===== config.mk =====
export PLATFORM = sky130hd
export DESIGN_NAME = otp_digit_emitter_flat
export DESIGN_NICKNAME = d
export VERILOG_FILES = /design/src/rtl/otp_digit_emitter_if.sv /design/src/rtl/otp_digit_emitter.sv /design/src/flat_wrapper.sv
export SDC_FILE = /design/constraint.sdc
export NUM_CORES = 1
export LEC_CHECK = 0
export CORE_ASPECT_RATIO = 1.2
export CORE_MARGIN = 2
export CORE_UTILIZATION = 59
export CTS_CLUSTER_SIZE = 16
export DETAILED_ROUTE_END_ITERATION = 10
export GPL_ROUTABILITY_DRIVEN = 0
export PLACE_DENSITY = 0.93
export SETUP_SLACK_MARGIN = 0.15
export SYNTH_ARGS = -nofsm -noshare
export SYNTH_HDL_FRONTEND = slang
export SYNTH_SLANG_ARGS = --single-unit

===== constraint.sdc =====
create_clock -name clk -period 5.25 [get_ports clk]
set_clock_uncertainty 0.1 [all_clocks]
set_input_delay 1.05 -clock clk [delete_from_list [all_inputs] [get_ports clk]]
set_output_delay 1.05 -clock clk [all_outputs]
set_load 0.005 [all_outputs]

===== src/rtl/otp_digit_emitter_if.sv =====
// Code/character handshake bundle between the HOTP digit emitter and its driver/consumer.
interface otp_digit_emitter_if #(
  parameter int CODE_WIDTH = 20,
  parameter int DIGITS     = 6
);
  logic                    start;
  logic [CODE_WIDTH-1:0]   code;
  logic [4*DIGITS-1:0]     bcd;
  logic [7:0]              char_data;
  logic                    char_valid;
  logic                    char_ready;
  logic                    busy;
  logic                    done;
  logic                    overflow;

  modport master (
    output start, code, char_ready,
    input  bcd, char_data, char_valid, busy, done, overflow
  );

  modport slave (
    input  start, code, char_ready,
    output bcd, char_data, char_valid, busy, done, overflow
  );
endinterface


===== src/rtl/otp_digit_emitter.sv =====
// Converts a binary HOTP code to decimal digits (double-dabble) and streams them as ASCII, MSD first.
//
//   state   | meaning
//   IDLE    | waiting for start; bcd/overflow hold the last result
//   CONVERT | one add-3/shift iteration per cycle, CODE_WIDTH cycles
//   EMIT    | presenting digit idx as ASCII until accepted; idx 0 ends the run
module otp_digit_emitter #(
  parameter int CODE_WIDTH = 20,
  parameter int DIGITS     = 6
) (
  input  logic                 clk,
  input  logic                 reset,
  otp_digit_emitter_if.slave   bus
);

  localparam int ACC_W = 4 * (DIGITS + 1);
  localparam int BCD_W = 4 * DIGITS;
  localparam int CNT_W = $clog2(CODE_WIDTH + 1);
  localparam int IDX_W = (DIGITS > 1) ? $clog2(DIGITS) : 1;
  localparam logic [CNT_W-1:0] CNT_LAST = CNT_W'(CODE_WIDTH);
  localparam logic [IDX_W-1:0] IDX_TOP  = IDX_W'(DIGITS - 1);

  typedef enum logic [1:0] {IDLE, CONVERT, EMIT} state_t;

  state_t                state_q, state_d;
  logic [ACC_W-1:0]      acc_q, acc_d, adj;
  logic [CODE_WIDTH-1:0] sr_q, sr_d;
  logic [CNT_W-1:0]      cnt_q, cnt_d;
  logic [IDX_W-1:0]      idx_q, idx_d;
  logic [BCD_W-1:0]      bcd_q, bcd_d;
  logic                  ovf_q, ovf_d;
  logic                  done_q, done_d;

  always_ff @(posedge clk or posedge reset) begin
    if (reset) begin
      state_q <= IDLE;
      acc_q   <= '0;
      sr_q    <= '0;
      cnt_q   <= '0;
      idx_q   <= IDX_TOP;
      bcd_q   <= '0;
      ovf_q   <= 1'b0;
      done_q  <= 1'b0;
    end else begin
      state_q <= state_d;
      acc_q   <= acc_d;
      sr_q    <= sr_d;
      cnt_q   <= cnt_d;
      idx_q   <= idx_d;
      bcd_q   <= bcd_d;
      ovf_q   <= ovf_d;
      done_q  <= done_d;
    end
  end

  always_comb begin
    state_d = state_q;
    acc_d   = acc_q;
    sr_d    = sr_q;
    cnt_d   = cnt_q;
    idx_d   = idx_q;
    bcd_d   = bcd_q;
    ovf_d   = ovf_q;
    done_d  = 1'b0;

    // Add-3 correction so each nibble stays a valid decimal digit after the shift.
    adj = acc_q;
    for (int i = 0; i < DIGITS + 1; i++) begin
      if (acc_q[4*i +: 4] >= 4'd5) adj[4*i +: 4] = acc_q[4*i +: 4] + 4'd3;
    end

    case (state_q)
      IDLE: begin
        if (bus.start) begin
          acc_d   = '0;
          sr_d    = bus.code;
          cnt_d   = '0;
          bcd_d   = '0;
          ovf_d   = 1'b0;
          idx_d   = IDX_TOP;
          state_d = CONVERT;
        end
      end
      CONVERT: begin
        acc_d = {adj[ACC_W-2:0], sr_q[CODE_WIDTH-1]};
        sr_d  = sr_q << 1;
        cnt_d = cnt_q + 1'b1;
        if (cnt_d == CNT_LAST) begin
          bcd_d   = acc_d[BCD_W-1:0];
          ovf_d   = |acc_d[ACC_W-1:BCD_W];
          idx_d   = IDX_TOP;
          state_d = EMIT;
        end
      end
      EMIT: begin
        if (bus.char_ready) begin
          if (idx_q == '0) begin
            idx_d   = IDX_TOP;
            done_d  = 1'b1;
            state_d = IDLE;
          end else begin
            idx_d = idx_q - 1'b1;
          end
        end
      end
      default: state_d = IDLE;
    endcase
  end

  assign bus.bcd        = bcd_q;
  assign bus.overflow   = ovf_q;
  assign bus.done       = done_q;
  assign bus.busy       = (state_q != IDLE);
  assign bus.char_valid = (state_q == EMIT);
  assign bus.char_data  = 8'h30 | {4'h0, bcd_q[4*idx_q +: 4]};

endmodule

===== src/flat_wrapper.sv =====
// flat-port wrapper written by rule: the top's interface ports become plain ports
module otp_digit_emitter_flat 
#(
  parameter int CODE_WIDTH = 20,
  parameter int DIGITS     = 6
)
  (clk, reset, bus_start, bus_code, bus_char_ready, bus_bcd, bus_char_data, bus_char_valid, bus_busy, bus_done, bus_overflow);
  otp_digit_emitter_if #(.CODE_WIDTH(CODE_WIDTH), .DIGITS(DIGITS)) bus_i ();
  input  logic clk;
  input  logic reset;
  input wire logic [$bits(bus_i.start)-1:0] bus_start;
  input wire logic [$bits(bus_i.code)-1:0] bus_code;
  input wire logic [$bits(bus_i.char_ready)-1:0] bus_char_ready;
  output wire logic [$bits(bus_i.bcd)-1:0] bus_bcd;
  output wire logic [$bits(bus_i.char_data)-1:0] bus_char_data;
  output wire logic [$bits(bus_i.char_valid)-1:0] bus_char_valid;
  output wire logic [$bits(bus_i.busy)-1:0] bus_busy;
  output wire logic [$bits(bus_i.done)-1:0] bus_done;
  output wire logic [$bits(bus_i.overflow)-1:0] bus_overflow;
  assign bus_i.start = bus_start;
  assign bus_i.code = bus_code;
  assign bus_i.char_ready = bus_char_ready;
  assign bus_bcd = bus_i.bcd;
  assign bus_char_data = bus_i.char_data;
  assign bus_char_valid = bus_i.char_valid;
  assign bus_busy = bus_i.busy;
  assign bus_done = bus_i.done;
  assign bus_overflow = bus_i.overflow;
  otp_digit_emitter #(.CODE_WIDTH(CODE_WIDTH), .DIGITS(DIGITS)) u_core (.clk(clk), .reset(reset), .bus(bus_i));
endmodule

---- Word-level counts from Yosys, hierarchy flattened ----
Index checks and enable logic that the tools add are counted.
cells by class
  add/subtract/negate cells ............... 9
  magnitude comparators ................... 7
  eq/ne operators ......................... 7
  shifts and indexed selects .............. 1
  multiplexer cells ....................... 32
  reductions and logical operators ........ 10
operators with widths
  operator             number
  $pmux 28 s2          1
  $mux 24              2
  $pmux 24 s2          1
  $pmux 20 s2          1
  $ge 4x3->1 const B   7
  $mux 28              1
  $add 4x2->4 const B  6
  $mux 4               6
  $shiftx 24x6->4      1
  $mux 20              1
  $mux 3               5
  $pmux 5 s2           1
  $pmux 3 s3           1
  $mux 2               4
  $reduce_and 4->1     2
  $pmux 2 s3           1
  $add 5x1->5 const B  1
  $eq 5x5->1 const B   1
  $mux 1               5
  $mux 5               1
  $ne 2x1->1 const B   2
  $ne 2x2->1 const B   2
  $reduce_bool 2->1    2
  $reduce_or 4->1      1
  other kinds (10)     10
storage, ports and cells
  register bits after elaboration ......... 84
  bits of input ports ..................... 24
  output and inout port bits .............. 36
  word-level logic and storage cells ...... 74

---- Longest topological paths before layout ----
Gate-level depths: netlist of run 1.
  depth after elaboration ................. 5
  depth in mapped cells ................... 8
  mapped depth without buffers ............ 7

---- Worst setup path before layout of run 1 ----
No wires, ideal clock.
  kind .................................... reg2out
  start point ............................. register u_core.idx_q[0]
  end point ............................... output bus_char_data[3]
  arrival time ............................ 1.630 ns
  data required time ...................... 4.100 ns
  setup slack ............................. 2.470 ns
  stages on the path, launching flop included .. 6
  buffers on the path ..................... 2
  cells stage by stage .................... dfstp_2 > clkbuf_1 > buf_2 > mux4_2 > inv_1 > o22ai_1
on the way
  word-level cells in the longest chain between the ends .. 1
ends and longest elaborated chain
  item                    line                      text
  from (decl)             otp_digit_emitter.sv:29   logic [IDX_W-1:0] idx_q, idx_d;
  from (signal assigned)  otp_digit_emitter.sv:49   idx_q <= idx_d;
  $shiftx 24x6->4         otp_digit_emitter.sv:115  assign bus.char_data = 8'h30 | {4'h0, bcd_q[4*idx_q +: 4]};
  to (decl)               flat_wrapper.sv:15        output wire logic [$bits(bus_i.char_data)-1:0] bus_char_data;
No other way between the ends.

---- Worst setup path after layout of run 1 ----
Ends and elaborated chain as after synthesis.

==> metrics.csv, run 1 <==
stage,metric,value,unit
power,internal_power,1.39,mW
clock_tree,htree_levels,3,
sta,tightest_slew,0.931,ns
clock_tree,cts_root_buf,clkbuf_8,
power,p_sw,0.894,mW
sta,relSlewSlack,0.379,
placement,dp_worst_setup_slack,2.18,ns
routing,vias,3422,
power,combPwrFrac,0.363,
sta,setup_viol,0,
routing,wl_met2,5.32,mm
placement,dp_cells,555,
finish,final_nets,515,
sta,fin_crit,3.44,ns
routing,wl_met3,402,um
clock_tree,cts_sinks,84,
finish,seqCellArea,0.00210,sq mm
clock_tree,cts_hold_buffers,0,
min_path,hp-class,reg2reg,
yosys,synthMuxAreaShare,0.106,
routing,wire_per_inst,17.6,um
routing,drt_iter0_markers,328,
yosys,synth_ff_type,dfrtp_1,
sta,hold_viol,0,
clock_tree,cts_tree,yes,
global_routing,track_usage,0.278,
routing,post-route-drc-count,0,
yosys,synth_compound_area_frac,0.158,
routing,viasPerCell,5.99,
finish,multi_input_area,0.00201,sq mm
power,netSwitchingFraction,0.392,
power,total_power,2.28,mW
sta,setup_ws,1.81,ns
clock_tree,postCtsSetupRepairBufs,0,
sta,slew_violations,0,
critical_path,cp_max_fo,14,
routing,firstDrtPassIters,4,
floorplan,die_area,0.00804,sq mm
global_routing,overflow,0,
clock_tree,cts.repair.resized,0,
power,clockPowerShare,0.205,
floorplan,die_y,97.8,um
power,p_leak,2.32,nW
yosys,avgSynthCellArea,10.0,sq um
floorplan,coreArea,0.00719,sq mm
global_routing,antenna_found_initial,0,
yosys,synth_top_area_share,0.474,
finish,fill_cells,503,
yosys,syn_area,0.00433,sq mm
routing,routed.top_layer,met4,
clock_tree,cts_buffers,9,
yosys,ys_types,44,
floorplan,row_count,34,
placement,hpwl,6.70,mm
yosys,synth-simple-area-share,0.125,
yosys,synth_fa_ha_area_frac,0.0434,
sta,min_period_over_period,0.654,
finish,synthToLayoutAreaGrowth,17.9,%
clock_tree,clk_latency,0.36,ns
yosys,synth_edf_count,0,
global_routing,grt_max_degree,65,
yosys,seq_area_frac_synth,0.486,
finish,fin_area,0.00510,sq mm
power,p_seq_frac,0.432,
finish,final_cell_mix,"dfrtp_1 (82), clkdlybuf4s50_1 (55), nand2_1 (54)",
floorplan,pin_count,60,
yosys,async_reset_ff_frac,1.00,
power,max-vdd-ir-drop,0.377,mV
critical_path,cp-end-kind,output pin,
routing,antenna_left,0,
yosys,synth_xor_area_frac,0.0243,
finish,drive_gt1_frac,0.0873,
yosys,synth_area_leaders,"dfrtp_1 (47%), o21ai_0 (5.9%), mux2i_1 (5.3%)",
sta,fmax,0.291,GHz
routing,wl_met1,3.91,mm
critical_path,required,4.10,ns
routing,wirelength,10.0,mm
yosys,synthCells,432,
placement,port_buffers,55,
yosys,synth_top_family_by_area,compound AO/OA/AOI/OAI gates,
floorplan,die_w,82.2,um
finish,final_common_cell,dfrtp_1,
flow_run,cap_violations,0,
finish,antenna_cells,0,
global_routing,grt_pass1_vias,3498,
sta,rsz0062_at_grt,false,
run_status,outcome,completed,
critical_path,critPathArrivalTime,2.29,ns
sta,tns,0,ns
clock_tree,cts_buffer_depth,2,
placement,placed_area,0.00490,sq mm
critical_path,crit_type,reg2out,
yosys,synth_warnings,0,
global_routing,grt_pass1_wl,17.2,mm
finish,final_cells,571,
yosys,yosysTopAreaCell,dfrtp_1,
critical_path,worstSetupStartpointType,flop,
clock_tree,cts.clk_slew.worst_paths,0.09,ns
floorplan,start_util,0.602,
power,power_density,447,mW/mm^2
yosys,synth_seq_cells,84,
## cells by family after synthesis
family / Yosys count
compound gates: 115
fa+ha+maj: 15
buf+inv: 53
mux: 39
xor+xnor: 12
simple gates: 112
flops: 84
other cells: 2
## critical path, cell delays in order (launching register included)
cell and delay [ns]:
dfstp_2 0.75, mux4_2 0.56, inv_1 0.07, o22ai_1 0.09, clkdlybuf4s50_1 0.46
## layout make-up
cell class | instances | area share
Inverter | 25 | 0.0186
Clock inverter | 5 | 0.0120
Tap cell | 90 | 0.0221
Timing Repair Buffer | 59 | 0.114
Multi-Input combinational cell | 297 | 0.393
Sequential cell | 84 | 0.412
Clock buffer | 11 | 0.0277
## sequential cells by signal (all words and copies together), names as in the netlist
register / cells
u_core.acc_q: 28
u_core.bus.bcd: 24
u_core.sr_q: 20
u_core.cnt_q: 5
u_core.idx_q: 3
u_core.state_q: 2
u_core.bus.done: 1
u_core.bus.overflow: 1
## stage by stage
stage	util	hold WS, ns
after floorplan	-	0.349
after global placement	0.682	0.362
after detailed placement	0.682	0.370
after CTS	0.710	0.388
after global routing	0.710	0.420
final	0.710	0.387
## final timing paths
kind / start / endpoint / slack, ns / cells past startpoint
min in group asynchronous: reset / u_core.sr_q[1] / 1.09 / 2
worst max register to register: u_core.state_q[1] / u_core.bus.bcd[8] / 2.75 / 5
worst min-delay path: u_core.sr_q[17] / u_core.sr_q[17] / 0.39 / 2
worst min register to register: u_core.sr_q[17] / u_core.sr_q[17] / 0.39 / 2
worst max-delay path: u_core.idx_q[0] / bus_char_data[3] / 1.81 / 4
max in group asynchronous: reset / u_core.acc_q[1] / 3.01 / 3
## cell usage after synthesis (4+ instances only)
cell type,n
nor3_1,13
mux2_2,11
buf_4,4
nor2b_1,8
a21o_1,12
mux2i_1,23
nand2b_1,10
mux4_2,4
a211oi_1,6
xor2_1,5
o22ai_1,6
dfrtp_1,82
clkbuf_1,14
ha_1,15
nor3b_1,5
o31ai_1,6
a21boi_0,5
xnor2_1,7
nor2_1,11
buf_2,6
a21oi_1,12
nand2_1,54
o21ai_1,7
inv_1,25
o21ai_0,51
## power by group through the flow
stage	combinational (mW)	sequential, mW	clock, mW
2_1_floorplan	0.654	0.899	0
5_1_grt	0.924	1.01	0.502
3_5_place_dp	0.815	0.990	0
4_1_cts	0.827	0.980	0.473
3_3_place_gp	0.772	0.973	0
6_report	0.829	0.985	0.468
## metal layers
| layer | track usage | vias to the layer above |
|---|---|---|
| li1 | - | 1574 |
| met1 | 0.345 | 1716 |
| met2 | 0.457 | 101 |
| met3 | 0.0444 | 31 |
| met4 | 0.149 | 0 |
| met5 | 0 | - |
Note: power is estimated with default switching activity, not from simulation.
==> run 2, diff against run 1 <==
Settings changed: CORE_UTILIZATION 59 to 50, PLACE_DENSITY 0.93 to 0.85.
Clock period 5.25 ns to 3.1 ns, I/O delays scaled along.
==> run 2 against run 1 <==
Net effect:
- die area increased by 17%
- sequential power increased by 66%
- first-iteration DRC count down 43%
- flip-flop and latch count unchanged
- critical path depth is the same
==> metrics.csv, run 2 (same netlist as run 1, synthesis figures left out) <==
stage,metric,value,unit,change
clock_tree,cts_buffer_depth,2,,unchanged
sta,fmax,0.348,GHz,
run_status,outcome,completed,,unchanged
clock_tree,cts_buffers,9,,unchanged
floorplan,coreArea,0.00847,sq mm,was 0.00719 sq mm
critical_path,crit_type,reg2out,,unchanged
finish,fin_area,0.00519,sq mm,was 0.00510 sq mm
global_routing,antenna_found_initial,0,,unchanged
clock_tree,cts.clk_slew.worst_paths,0.09,ns,about the same
placement,port_buffers,55,,unchanged
finish,drive_gt1_frac,0.0871,,was 0.0873
routing,vias,3342,,was 3422
sta,tns,0,ns,unchanged
critical_path,cp_top_family,flip-flops,,unchanged
critical_path,path_cells,mux4_2 -> inv_1 -> o22ai_1 -> clkdlybuf4s50_1,,unchanged
critical_path,path_depth,4,,unchanged
floorplan,row_count,37,,was 34
critical_path,cp-end-kind,output pin,,unchanged
routing,antenna_left,0,,unchanged
clock_tree,clk_latency,0.35,ns,was 0.36 ns
clock_tree,cts_hold_buffers,0,,unchanged
power,max-vdd-ir-drop,0.314,mV,was 0.377 mV
critical_path,cp-endpoint,bus_char_data[0],,was bus_char_data[3]
global_routing,grt_pass1_vias,3252,,was 3498
sta,fin_crit,2.88,ns,
clock_tree,cts_root_buf,clkbuf_8,,unchanged
routing,post-route-drc-count,0,,unchanged
sta,min_period_over_period,0.928,,
critical_path,cp_max_fo,5,,was 14
global_routing,grt_max_degree,65,,unchanged
placement,hpwl,6.46,mm,was 6.70 mm
finish,largest_reg_flops,28,,unchanged
finish,final_nets,516,,was 515
routing,viasPerCell,5.58,,was 5.99
power,p_leak,2.35,nW,was 2.32 nW
floorplan,start_util,0.511,,was 0.602
floorplan,die_y,106,um,was 97.8 um
critical_path,rrSetupSlack,0.88,ns,was 2.75 ns
critical_path,cp_num_buf_inv,2,,unchanged
routing,wirelength,9.35,mm,was 10.0 mm
floorplan,die_area,0.00942,sq mm,was 0.00804 sq mm
clock_tree,htree_levels,3,,unchanged
critical_path,required,2.38,ns,was 4.10 ns
floorplan,die_w,88.9,um,was 82.2 um
finish,antenna_cells,0,,unchanged
flow_run,cap_violations,0,,unchanged
critical_path,cp_slowest_stage_delay,0.68,ns,was 0.75 ns
floorplan,pin_count,60,,unchanged
sta,relSlewSlack,0.549,,was 0.379
power,power_density,758,mW/mm^2,was 447 mW/mm^2
finish,final_cell_mix,"dfrtp_1 (82), clkdlybuf4s50_1 (55), nand2_1 (54)",,unchanged
min_path,hp-class,reg2reg,,unchanged
critical_path,worstSetupStartpointType,flop,,unchanged
critical_path,r2r-end,u_core.bus.bcd[2],,was u_core.bus.bcd[8]
global_routing,grt_pass1_wl,15.2,mm,was 17.2 mm
placement,placed_area,0.00495,sq mm,was 0.00490 sq mm
finish,regMostFlops,u_core.acc_q,,unchanged
global_routing,track_usage,0.206,,was 0.278
clock_tree,cts_tree,yes,,unchanged
finish,synthToLayoutAreaGrowth,20.0,%,was 17.9%
critical_path,critPathArrivalTime,2.16,ns,was 2.29 ns
sta,tightest_slew,0.676,ns,was 0.931 ns
sta,hold_viol,0,,unchanged
critical_path,r2r_start,u_core.state_q[1],,unchanged
critical_path,setup.worst_path.start,u_core.idx_q[0],,unchanged
routing,drt_iter0_markers,187,,was 328
routing,wire_per_inst,15.6,um,was 17.6 um
global_routing,overflow,0,,unchanged
clock_tree,cts_sinks,84,,unchanged
routing,firstDrtPassIters,4,,unchanged
critical_path,ff2ff_path_depth,4,,was 5
critical_path,crit_path_top_delay_cell,dfstp_4,,was dfstp_2
sta,rsz0062_at_grt,false,,unchanged
sta,setup_viol,0,,unchanged
sta,slew_violations,0,,unchanged
finish,final_common_cell,dfrtp_1,,unchanged
run 2: cell types whose count changed in the layout (fill, tap and decap cells not counted):
cell / before / now
clkinv_2: 1 / 2
dfstp_4: 0 / 1
clkinvlp_4: 3 / 1
clkbuf_8: 10 / 9
clkbuf_1: 1 / 2
clkinv_4: 1 / 0
buf_12: 0 / 1
dfstp_2: 2 / 1
bufinv_16: 1 / 3
run 2: per-stage QoR:
step | setup slack, ns | instances | power [mW] | hold WS (ns) | utilization
2_1_floorplan | 0.218 | 434 | 2.63 | 0.349 | -
3_3_place_gp | 0.553 | 582 | 2.97 | 0.363 | 0.584
3_5_place_dp | 0.501 | 582 | 3.03 | 0.375 | 0.584
4_1_cts | 0.225 | 599 | 3.96 | 0.396 | 0.613
5_1_grt | 0.170 | 599 | 4.17 | 0.411 | 0.613
6_report | 0.223 | 599 | 3.94 | 0.391 | 0.613
run 2: worst min-delay path by stage:
stage | start | end | slack [ns] | cells after the start
final | u_core.sr_q[19] | u_core.sr_q[19] | 0.39 | 2
after global routing | u_core.cnt_q[4] | u_core.cnt_q[4] | 0.41 | 1
after CTS | u_core.sr_q[19] | u_core.sr_q[19] | 0.40 | 2
after detailed placement | u_core.sr_q[19] | u_core.sr_q[19] | 0.38 | 2
after global placement | u_core.sr_q[18] | u_core.sr_q[18] | 0.36 | 2
after floorplan | u_core.sr_q[1] | u_core.sr_q[1] | 0.35 | 2
run 2: repair_timing:
action | CTS | global route
buffers inserted | 1 | 0
setup endpoints to repair | 4 | 0
resized for setup | 1 | 0
run 2: power by group:
part	switching, mW	internal, mW
Combinational	0.783	0.590
Sequential	0.271	1.37
Clock	0.387	0.535
run 2: final cells by class:
type	count	area, sq um
fill	689	3280
sequential	84	2110
multi-input combinational	297	2010
timing repair buffer	60	601
tap	117	146
clock buffer	11	131
clock inverter	5	103
inverter	25	95.1
run 2: worst reg2reg max path: cells and delay by family, from the launching register on:
| kind | cells | cell delay, ns |
|---|---|---|
| flip-flops | 1 | 0.59 |
| AND/OR/NAND/NOR | 2 | 0.79 |
| multiplexers | 2 | 0.63 |
run 2: routing by layer:
| metal | vias to the layer above | track usage | share of wire |
|---|---|---|---|
| li1 | 1584 | - | - |
| met1 | 1664 | 0.257 | 0.42 |
| met2 | 71 | 0.353 | 0.53 |
| met3 | 23 | 0.0280 | 0.029 |
| met4 | 0 | 0.0906 | 0.027 |
| met5 | - | 0 | 0 |
